==> config.mk <==
export PLATFORM = sky130hd
export DESIGN_NAME = dac_spi_writer
export DESIGN_NICKNAME = d
export VERILOG_FILES = /design/src/rtl/dac_spi_writer.sv
export SDC_FILE = /design/constraint.sdc
export NUM_CORES = 1
export LEC_CHECK = 0
export ABC_CLOCK_PERIOD_IN_PS = 6700
export BUFFER_PORTS_ARGS = -buffer_cell sky130_fd_sc_hd__clkbuf_2
export CAP_MARGIN = 10
export CELL_PAD_IN_SITES_DETAIL_PLACEMENT = 0
export CELL_PAD_IN_SITES_GLOBAL_PLACEMENT = 1
export CORE_UTILIZATION = 44
export CTS_BUF_LIST = sky130_fd_sc_hd__clkbuf_16
export DETAILED_ROUTE_END_ITERATION = 8
export PLACE_DENSITY = 0.81
export SYNTH_ARGS = -nofsm -noshare
export SYNTH_HDL_FRONTEND = slang
export SYNTH_SLANG_ARGS = --single-unit
==> constraint.sdc <==
create_clock -name clk -period 6.7 [get_ports clk]
set_clock_uncertainty 0.1 [all_clocks]
set_input_delay 1.34 -clock clk [delete_from_list [all_inputs] [get_ports clk]]
set_output_delay 1.34 -clock clk [all_outputs]
set_load 0.05 [all_outputs]
==> src/rtl/dac_spi_writer.sv <==
// dac_spi_writer
//   Drives a quad 12-bit SPI DAC (mode 0, 16-bit frames, MSB first). It keeps a
//   shadow of the last code sent on each channel and transmits only channels whose
//   input differs from that shadow, or which have been force-marked. Channels are
//   serviced round-robin, starting after the channel sent last.
//   Frame word: {addr[1:0], cmd[1:0] = 2'b01 (write + update), data[11:0]}.
// Parameters
//   CLK_DIV      SCK half-period in clk cycles (>= 1)
//   CS_HIGH_MIN  clk cycles DAC_CS_N stays high between frames (>= 1)
// Ports
//   clk, rst_n         clock; asynchronous active-low reset
//   enable             allow new frames to start (a frame in progress always completes)
//   refresh_req        1-cycle pulse: mark all four channels dirty
//   ch0..ch3           requested 12-bit DAC code per channel
//   DAC_CS_N/SCK/SDI   registered SPI pins
//   busy               high for the whole frame, from LOAD to frame_done inclusive
//   frame_done         1-cycle pulse in the last cycle of each frame
//   cur_ch             channel of the frame in progress, or of the last frame sent
module dac_spi_writer #(
  parameter int CLK_DIV     = 2,
  parameter int CS_HIGH_MIN = 4
) (
  input  logic        clk,
  input  logic        rst_n,
  input  logic        enable,
  input  logic        refresh_req,
  input  logic [11:0] ch0,
  input  logic [11:0] ch1,
  input  logic [11:0] ch2,
  input  logic [11:0] ch3,
  output logic        DAC_CS_N,
  output logic        DAC_SCK,
  output logic        DAC_SDI,
  output logic        busy,
  output logic        frame_done,
  output logic [1:0]  cur_ch
);

  typedef enum logic [2:0] {S_IDLE, S_LOAD, S_SHIFT, S_TAIL, S_CSHI} state_t;

  localparam logic [15:0] DIV_LAST  = 16'(CLK_DIV - 1);
  localparam logic [15:0] CSHI_LAST = 16'(CS_HIGH_MIN - 1);

  state_t      state_q, state_d;
  logic [15:0] cnt_q, cnt_d;      // clk cycles within the current phase
  logic [4:0]  half_q, half_d;    // SCK half-period index: even = low, odd = high
  logic [15:0] word_q, word_d;
  logic [11:0] shadow_q [4];
  logic [11:0] shadow_d [4];
  logic [3:0]  force_q, force_d;
  logic [1:0]  cur_ch_q, cur_ch_d;
  logic        cs_n_q, cs_n_d;
  logic        sck_q, sck_d;
  logic        sdi_q, sdi_d;
  logic        busy_q, busy_d;
  logic        done_q, done_d;

  logic [11:0] ch_in [4];
  logic [3:0]  dirty;
  logic [1:0]  sel;
  logic        found;

  assign ch_in[0] = ch0;
  assign ch_in[1] = ch1;
  assign ch_in[2] = ch2;
  assign ch_in[3] = ch3;

  always_comb begin
    for (int i = 0; i < 4; i++) begin
      dirty[i] = force_q[i] | (ch_in[i] != shadow_q[i]);
    end
  end

  // Round-robin pick: search cur_ch+1, +2, +3, then cur_ch itself.
  always_comb begin
    logic [1:0] cand;
    sel   = cur_ch_q;
    found = 1'b0;
    cand  = cur_ch_q;
    for (int k = 1; k <= 4; k++) begin
      cand = cur_ch_q + 2'(k);
      if (!found && dirty[cand]) begin
        sel   = cand;
        found = 1'b1;
      end
    end
  end

  always_comb begin
    state_d  = state_q;
    cnt_d    = cnt_q;
    half_d   = half_q;
    word_d   = word_q;
    shadow_d = shadow_q;
    force_d  = force_q;
    cur_ch_d = cur_ch_q;

    case (state_q)
      S_IDLE: begin
        if (enable && found) begin
          state_d  = S_LOAD;
          cur_ch_d = sel;
        end
      end
      S_LOAD: begin
        // The data is taken from the input during LOAD; it is what the shadow records.
        word_d                = {cur_ch_q, 2'b01, ch_in[cur_ch_q]};
        shadow_d[cur_ch_q]    = ch_in[cur_ch_q];
        force_d[cur_ch_q]     = 1'b0;
        state_d               = S_SHIFT;
        cnt_d                 = '0;
        half_d                = '0;
      end
      S_SHIFT: begin
        if (cnt_q == DIV_LAST) begin
          cnt_d = '0;
          if (half_q == 5'd31) begin
            state_d = S_TAIL;
          end else begin
            half_d = half_q + 5'd1;
          end
        end else begin
          cnt_d = cnt_q + 16'd1;
        end
      end
      S_TAIL: begin
        if (cnt_q == DIV_LAST) begin
          cnt_d   = '0;
          state_d = S_CSHI;
        end else begin
          cnt_d = cnt_q + 16'd1;
        end
      end
      S_CSHI: begin
        if (cnt_q == CSHI_LAST) begin
          cnt_d   = '0;
          state_d = S_IDLE;
        end else begin
          cnt_d = cnt_q + 16'd1;
        end
      end
      default: state_d = S_IDLE;
    endcase

    // Applied after the LOAD clear so a coincident request leaves the channel forced.
    if (refresh_req) begin
      force_d = 4'hF;
    end
  end

  // Pin values are derived from the next state so the registered pins line up
  // with state_q; nothing reaches the pins combinationally.
  always_comb begin
    cs_n_d = !(state_d == S_LOAD || state_d == S_SHIFT || state_d == S_TAIL);
    sck_d  = (state_d == S_SHIFT) && half_d[0];
    busy_d = (state_d != S_IDLE);
    done_d = (state_d == S_CSHI) && (cnt_d == CSHI_LAST);
    case (state_d)
      S_LOAD:  sdi_d = cur_ch_d[1];                   // bit 15 is addr[1]
      S_SHIFT: sdi_d = word_d[4'd15 - half_d[4:1]];   // advances only on a low phase
      S_TAIL:  sdi_d = sdi_q;
      default: sdi_d = 1'b0;
    endcase
  end

  always_ff @(posedge clk or negedge rst_n) begin
    if (!rst_n) begin
      state_q  <= S_IDLE;
      cnt_q    <= '0;
      half_q   <= '0;
      word_q   <= '0;
      shadow_q <= '{default: '0};
      force_q  <= 4'hF;
      cur_ch_q <= 2'd3;
      cs_n_q   <= 1'b1;
      sck_q    <= 1'b0;
      sdi_q    <= 1'b0;
      busy_q   <= 1'b0;
      done_q   <= 1'b0;
    end else begin
      state_q  <= state_d;
      cnt_q    <= cnt_d;
      half_q   <= half_d;
      word_q   <= word_d;
      shadow_q <= shadow_d;
      force_q  <= force_d;
      cur_ch_q <= cur_ch_d;
      cs_n_q   <= cs_n_d;
      sck_q    <= sck_d;
      sdi_q    <= sdi_d;
      busy_q   <= busy_d;
      done_q   <= done_d;
    end
  end

  assign DAC_CS_N   = cs_n_q;
  assign DAC_SCK    = sck_q;
  assign DAC_SDI    = sdi_q;
  assign busy       = busy_q;
  assign frame_done = done_q;
  assign cur_ch     = cur_ch_q;

endmodule

==> metrics.csv, run 1 <==
metric;value;unit
status;complete, but fails checks;
violations;DRC;
first_iter_violations;211;
cts_buffers;9;
reg2reg_setup_slack;3240;ps
ys_top_cells_by_area;dfrtp_1, mux2_2, xor2_1;
postSynthAreaPerCell;10.79;um^2
crit_type;input port to flop;
drive_gt1_share;25.68;%
ctsHoldBuffers;0;
crit_end;busy;
nFillCells;1040;
cts.sinks;99;
syn_nets;553;
htree_levels;3;
drc;2;
synth_area;0.005331;mm^2
synth_most_common_cell;dfrtp_1;
clock-root-buffer;clkbuf_16;
post_cts_resized;0;
synth_cell_types;55;
synth_top_area_cell;dfrtp_1;
wl_per_cell;17.74;um
cts_setup_buffers;0;
diodes;0;
tightestPinTransition;894.5;ps
gr-usage-met2;36.27;%
dr_total_vias;3904;
tns;0;ps
worst_ep_arrival_time;3950;ps
dpl.hpwl;9.103;mm
cp-start-kind;input port;
drtAntennaViolNets;0;
num_rows;39;
regArea;0.002486;mm^2
yosys-top-cells-count;dfrtp_1, nand2_1, xor2_1;
rr_startpoint;cur_ch[1];
area_growth;13.38;%
relSlewSlack;40.37;%
crit_start;ch3[2];
rsz0062_at_grt;no;
ys_async_sr_fraction;100.0;%
finalNetCount;607;
critPathRequiredTime;6830;ps
max-cap-violations;0;
grt_max_degree;65;
critical_path.endpoint_type;flop;
grt_use_total;21.63;%
core_area;0.01161;mm^2
peakVddDrop;163.5;uV
p_per_area;218.0;mW/mm^2
p_leak;0.002668;uW
timing.critical_path.fanout_max;6;
fin_crit;3819;ps
wl;12.35;mm
grt_overflow_total;0;
grt_use_met3;3.888;%
r2r_cells;7;
gp_congestion;0.8157;
pin_count;59;
hp-class;flop to flop;
synth_edf_count;0;
r2r_end;busy;
die_width;112.1;um
initial_core_util;45.91;%
synth_cells;494;
top_usage_layer;met2;
fin_ws;2881;ps
port_buffers;58;
fp.dieH;112.1;um
antenna_found_initial;0;
drt_first_pass_iters;6;
fin_hold_ws;365.0;ps
synth.ff_latch_count;99;
synth_flop_cell;dfrtp_1;
via_per_inst;5.609;
cts_buffer_depth;2;
grt_use_met1;27.97;%
ys_seq_area_share;46.63;%
post-route-util;52.05;%
hold_violations;0;
die_area;0.01256;mm^2
grt_pass1_wl;20.71;mm
post-synth-top-area-fraction;43.18;%
dp_slack;2550;ps
grt_pass1_vias;4014;
setup_viol;0;
clock.fmax;261.9;MHz
worstSkewPairLatency;350;ps
min_period_over_period;57.00;%
yosysWarnings;0;
clk_pin_slew_worst_paths;60;ps
slew_violations;0;
cts_tree;yes;
multi_input_area;0.002741;mm^2
==> state kept, by name, indices dropped and copies added (netlist names) <==
signal / flops
shadow_q: 48
cnt_q: 16
word_q: 16
half_q: 5
force_q: 4
state_q: 3
cur_ch: 2
DAC_CS_N: 1
DAC_SCK: 1
DAC_SDI: 1
busy: 1
frame_done: 1
==> worst max-delay path, cell delays in order <==
cell and delay, ps:
clkbuf_2 110, xor2_1 140, nor4_1 450, nand4_1 360, mux4_2 560, or3_4 410, o21ai_2 130, nand2_2 90
or3_1 350
==> placed cells by master, fill, tap and decap left out, types with 6 or more instances in the layout <==
cell type,n
clkbuf_16,9
clkbuf_2,57
dfrtp_1,92
dfstp_2,7
ha_1,7
inv_1,9
mux2_2,42
mux2i_1,9
mux4_2,13
nand2_1,63
nand4_1,11
nor2_1,42
nor2b_1,6
nor3_1,11
nor4_1,13
o21ai_0,19
xnor2_1,12
xor2_1,53
==> layer usage <==
layer	part of all wire, %	routed length, um
met5	0	0
met4	2.2	272
met2	49	6105
met3	4.0	497
met1	44	5473
==> through the flow <==
stage                     cells  power, uW  area (um^2)
after floorplan             494      748.0         5331
after global placement      680      807.3         5752
after detailed placement    680      812.9         5752
after CTS                   696       1332         6045
after global routing        696       1377         6045
final                       696       1318         6045
==> power by group <==
| group | switching, uW | internal, uW | total, uW |
|---|---|---|---|
| registers | 25.8 | 632 | 658 |
| clock network | 229 | 288 | 518 |
| logic | 76.7 | 65.9 | 143 |
| total | 332 | 986 | 1320 |
==> how the worst min path moves through the flow <==
stage / slack, ps / from / end / cells past startpoint
floorplan: 330 / word_q[0] / word_q[0] / 2
global placement: 350 / word_q[12] / word_q[12] / 1
detailed placement: 350 / word_q[12] / word_q[12] / 1
CTS: 370 / word_q[12] / word_q[12] / 1
global route: 400 / word_q[1] / word_q[1] / 2
finish: 370 / word_q[0] / word_q[0] / 2
==> final cells by class <==
cell class / instances / area share (%)
Multi-Input combinational cell: 368 / 45.35
Sequential cell: 99 / 41.13
Timing Repair Buffer: 60 / 5.092
Clock buffer: 9 / 3.726
Tap cell: 143 / 2.960
Clock inverter: 7 / 1.118
Inverter: 10 / 0.6210
==> logic make-up after synthesis <==
family          count (synthesis)  synth area share (%)
flops                          99                 46.63
fa+ha+maj                       7                 1.643
compound gates                 56                 6.806
buf+inv                        27                 1.948
mux                            66                 16.76
xor+xnor                       65                 10.68
simple gates                  174                 15.54
(Power assumes the default switching activity.)
==> run 2: changes to the inputs <==
--- a/config.mk
+++ b/config.mk
@@ -5,7 +5,7 @@
 export SDC_FILE = /design/constraint.sdc
 export NUM_CORES = 1
 export LEC_CHECK = 0
-export ABC_CLOCK_PERIOD_IN_PS = 6700
+export ABC_CLOCK_PERIOD_IN_PS = 3700
 export BUFFER_PORTS_ARGS = -buffer_cell sky130_fd_sc_hd__clkbuf_2
 export CAP_MARGIN = 10
 export CELL_PAD_IN_SITES_DETAIL_PLACEMENT = 0
==> constraint.sdc (replaced) <==
create_clock -name clk -period 3.7 [get_ports clk]
set_clock_uncertainty 0.1 [all_clocks]
set_input_delay 0.74 -clock clk [delete_from_list [all_inputs] [get_ports clk]]
set_output_delay 0.74 -clock clk [all_outputs]
set_load 0.05 [all_outputs]
==> run 2 against run 1 <==
  * The flow still finishes with violations (DRC)
  * Routed wire length rose by 3.1%
  * Worst setup slack got worse by 2400 ps
  * Via count rose by 2.0%
  * Core utilization rose by 0.44 points
  * Global-route usage rose by 0.24 points
  * First-iteration DRC count fell by 13%
  * Clock power rose by 84%
  * Clock-buffer cell count did not move
  * Power rose by 83%
  * Critical path depth did not move
==> metrics.csv, run 2 (synthesized netlist as in run 1, its figures left out) <==
metric;value;unit
fp.dieH;112.1;um
max-cap-violations;0;
crit_type;input port to flop;
layout_common_cells;dfrtp_1, nand2_1, clkbuf_2, xor2_1;
htree_levels;3;
ctsHoldBuffers;0;
cp-start-kind;input port;
worst_ep_arrival_time;3330;ps
clock.fmax;312.2;MHz
via_per_inst;5.672;
drive_gt1_share;26.65;%
layoutNonFillerInstCount;702;
first_iter_violations;184;
min_period_over_period;86.58;%
cts_buffer_depth;2;
cts_buffers;9;
dpl.cell_count;686;
diodes;0;
relSlewSlack;42.70;%
critical_path.endpoint_type;flop;
worstSkewPairLatency;360;ps
layout_commonest_cell;dfrtp_1;
p_total;2410;uW
grt_max_degree;68;
tightestPinTransition;859.5;ps
setup_viol;0;
status;complete, but fails checks;
largest_register_ffs;48;
grt_overflow_total;0;
wl_per_cell;18.13;um
port_buffers;58;
dpl.hpwl;9.416;mm
reg.largest.list;shadow_q: 48 flops, cnt_q: 16 flops, word_q: 16 flops;
clk_pin_slew_worst_paths;70;ps
regMostFlops;shadow_q;
antenna_found_initial;0;
hp-class;flop to flop;
cts.sinks;99;
rsz0062_at_grt;no;
p_per_area;395.3;mW/mm^2
hold_violations;0;
pin_count;59;
cts_tree;yes;
num_rows;39;
gp_congestion;0.8186;
wl;12.73;mm
grt_use_total;21.88;%
die_area;0.01256;mm^2
die_width;112.1;um
drt_first_pass_iters;6;
timing.critical_path.fanout_max;6;
post_cts_resized;0;
fin_crit;3204;ps
violations;DRC;
grt_pass1_wl;21.05;mm
grt_pass1_vias;4203;
drtAntennaViolNets;0;
clock-root-buffer;clkbuf_16;
area_growth;14.34;%
core_area;0.01161;mm^2
tns;0;ps
critPathRequiredTime;3830;ps
dr_total_vias;3982;
p_leak;0.002705;uW
cts_setup_buffers;0;
initial_core_util;45.91;%
finalNetCount;613;
slew_violations;0;
drc;2;
peakVddDrop;348.6;uV
==> run 2: cell count changes in the layout (fill, tap and decap cells not counted), sizes merged <==
cell and change:
clkinv -1, buf +6, clkinvlp -1, inv +2
==> run 2: through the flow <==
| step | setup WS [ps] | hold slack, ps | util [%] | area [um^2] |
|---|---|---|---|---|
| final | 496.5 | 376.1 | 52.49 | 6096 |
| after global routing | 365.2 | 384.0 | 52.49 | 6096 |
| after CTS | 552.8 | 369.5 | 52.49 | 6096 |
| after detailed placement | 180.8 | 350.1 | 49.91 | 5797 |
| after global placement | 190.3 | 349.6 | 49.91 | 5797 |
| after floorplan | 342.8 | 327.3 | - | 5331 |
==> run 2: metal layers <==
layer	wire (um)	track usage, %
met3	596	5.832
met1	5369	26.17
met4	413	8.978
met5	0	0
met2	6350	37.52
==> run 2: worst paths after layout <==
check                                 start  slack, ps          to  cells past startpoint
worst max-delay path                 ch3[9]        500        busy                      9
worst min register to register   word_q[12]        380  word_q[12]                      1
worst min-delay path             word_q[12]        380  word_q[12]                      1
max in group asynchronous             rst_n       2260  force_q[1]                      2
min in group asynchronous             rst_n        390    cnt_q[5]                      1
worst max register to register  shadow_q[9]        580        busy                      8
==> run 2: critical path: stages <==
cell	delay, ps
clkbuf_2	100
xor2_1	160
nor4_1	440
nand4_1	350
mux4_2	560
or3_4	410
o21ai_2	130
nand2_2	90
or3_1	340
==> run 2: power breakdown <==
group / leakage (uW) / switching (uW) / total, uW / internal (uW)
combinational: 0.00138 / 152 / 273 / 122
sequential: 0.00118 / 37.1 / 1180 / 1140
clock: 0.000152 / 426 / 955 / 529
==> run 2: final cells by class <==
| type | instances | area, um^2 |
|---|---|---|
| Fill cell | 1038 | 5518 |
| Multi-Input combinational cell | 368 | 2741 |
| Sequential cell | 99 | 2486 |
| Timing Repair Buffer | 66 | 352.8 |
| Clock buffer | 9 | 225.2 |
| Tap cell | 143 | 178.9 |
| Clock inverter | 7 | 73.82 |
| Inverter | 10 | 37.54 |
==> run 3: changes to the inputs <==
--- a/config.mk
+++ b/config.mk
@@ -14,6 +14,7 @@
 export CTS_BUF_LIST = sky130_fd_sc_hd__clkbuf_16
 export DETAILED_ROUTE_END_ITERATION = 8
 export PLACE_DENSITY = 0.81
+export RECOVER_POWER = 25
 export SYNTH_ARGS = -nofsm -noshare
 export SYNTH_HDL_FRONTEND = slang
 export SYNTH_SLANG_ARGS = --single-unit
==> run 3 against run 2 <==
  * The flow finishes with violations (DRC, capacitance limit, slew limit)
  * Highest routed layer unchanged
  * Sequential share of layout area hardly changed
  * Final area hardly changed
  * Cell count stayed put
  * Worst setup slack stayed put
  * Combinational power hardly changed
  * Non-clock buffer count stayed put
  * Sequential cell count stayed put
==> metrics.csv, run 3 (synthesized netlist as in run 1, its figures left out) <==
metric;value;unit
status;complete, but fails checks;
violations;DRC, capacitance limit, slew limit;
post_cts_resized;0;
reg.largest.list;shadow_q: 48 flops, cnt_q: 16 flops, word_q: 16 flops;
grt_pass1_wl;21.05;mm
dpl.cell_count;686;
via_per_inst;5.672;
cp-start-kind;input port;
peakVddDrop;348.7;uV
critPathRequiredTime;3830;ps
dpl.hpwl;9.416;mm
largest_register_ffs;48;
fin_crit;3204;ps
slowest_stage;mux4_2;
regArea;0.002486;mm^2
die_width;112.1;um
die_area;0.01256;mm^2
timing.critical_path.fanout_max;6;
cts_tree;yes;
worstSkewPairLatency;360;ps
initial_core_util;45.91;%
layoutNonFillerInstCount;702;
clk_pin_slew_worst_paths;70;ps
p_leak;0.002704;uW
first_iter_violations;184;
relSlewSlack;-12.31;%
slew_violations;68;
pin_count;59;
core_area;0.01161;mm^2
layout_commonest_cell;dfrtp_1;
multi_input_area;0.002741;mm^2
tightestPinTransition;1685;ps
hold_violations;0;
cts_buffer_depth;2;
top_usage_layer;met2;
drc;2;
grt_overflow_total;0;
nFillCells;1039;
clock.fmax;312.2;MHz
crit_chain;clkbuf_2 > xor2_1 > nor4_1 > nand4_1 > mux4_2 > or3_4 > o21ai_2 > nand2_2 > or3_1;
port_buffers;58;
grt_pass1_vias;4203;
wl;12.73;mm
wl_per_cell;18.13;um
cpPeakStageDelay;560;ps
critical_path.endpoint_type;flop;
gp_congestion;0.8186;
cts.sinks;99;
grt_use_total;21.88;%
clock-root-buffer;clkbuf_16;
num_rows;39;
antenna_found_initial;0;
ctsHoldBuffers;0;
cts_buffers;9;
max-cap-violations;1;
crit_type;input port to flop;
fp.dieH;112.1;um
cts_setup_buffers;0;
grt_use_met1;26.17;%
worst_ep_arrival_time;3330;ps
diodes;0;
drive_gt1_share;26.65;%
dr_total_vias;3982;
rsz0062_at_grt;no;
hp-class;flop to flop;
p_per_area;395.4;mW/mm^2
setup_viol;0;
drt_first_pass_iters;6;
tns;0;ps
finalNetCount;613;
gr-usage-met2;37.52;%
grt_use_met3;5.832;%
drtAntennaViolNets;0;
fin_hold_ws;376.1;ps
grt_max_degree;68;
layout_common_cells;dfrtp_1, nand2_1, clkbuf_2, xor2_1;
htree_levels;3;
p_total;2409;uW
area_growth;14.29;%
min_period_over_period;86.58;%
regMostFlops;shadow_q;
[run 3: cell type report]
class	count	share of cell area (%)
well taps	143	2.936
clock inverters	7	1.211
repair buffers	66	5.749
multi-input cells	368	44.99
clock buffers	9	3.696
inverters	10	0.6160
flip-flops and latches	99	40.80
[run 3: critical path, delay by kind of cell]
kind            cells  cell delay [ps]
compound gates      1              130
mux                 1              560
simple gates        5             1630
buf+inv             1              100
xor+xnor            1              160
[run 3: metrics by stage]
| stage | setup WS (ps) | instance area, um^2 | utilization (%) |
|---|---|---|---|
| after global placement | 190.3 | 5797 | 49.91 |
| after detailed placement | 180.8 | 5797 | 49.91 |
| after floorplan | 342.8 | 5331 | - |
| after CTS | 552.8 | 6096 | 52.49 |
| after global routing | 365.2 | 6093 | 52.47 |
| final | 496.5 | 6093 | 52.47 |
[run 3: worst paths after layout]
kind	end	startpoint	cells past startpoint	slack (ps)
worst min-delay path	word_q[12]	word_q[12]	1	380
max in group asynchronous	force_q[1]	rst_n	2	1650
worst max-delay path	busy	ch3[9]	9	500
min in group asynchronous	cnt_q[5]	rst_n	1	720
worst min register to register	word_q[12]	word_q[12]	1	380
worst max register to register	busy	shadow_q[9]	8	580
[run 3: routing by layer]
layer,vias to the layer above,routed length (um)
met4,0,413
met5,-,0
met1,1982,5370
met2,105,6350
met3,33,595
li1,1862,-
[run 3: power breakdown]
group          internal (uW)  leakage, uW  switching (uW)  total, uW
Combinational            121      0.00138             152        273
Clock                    529     0.000152             426        955
Sequential              1140      0.00118            37.1       1180
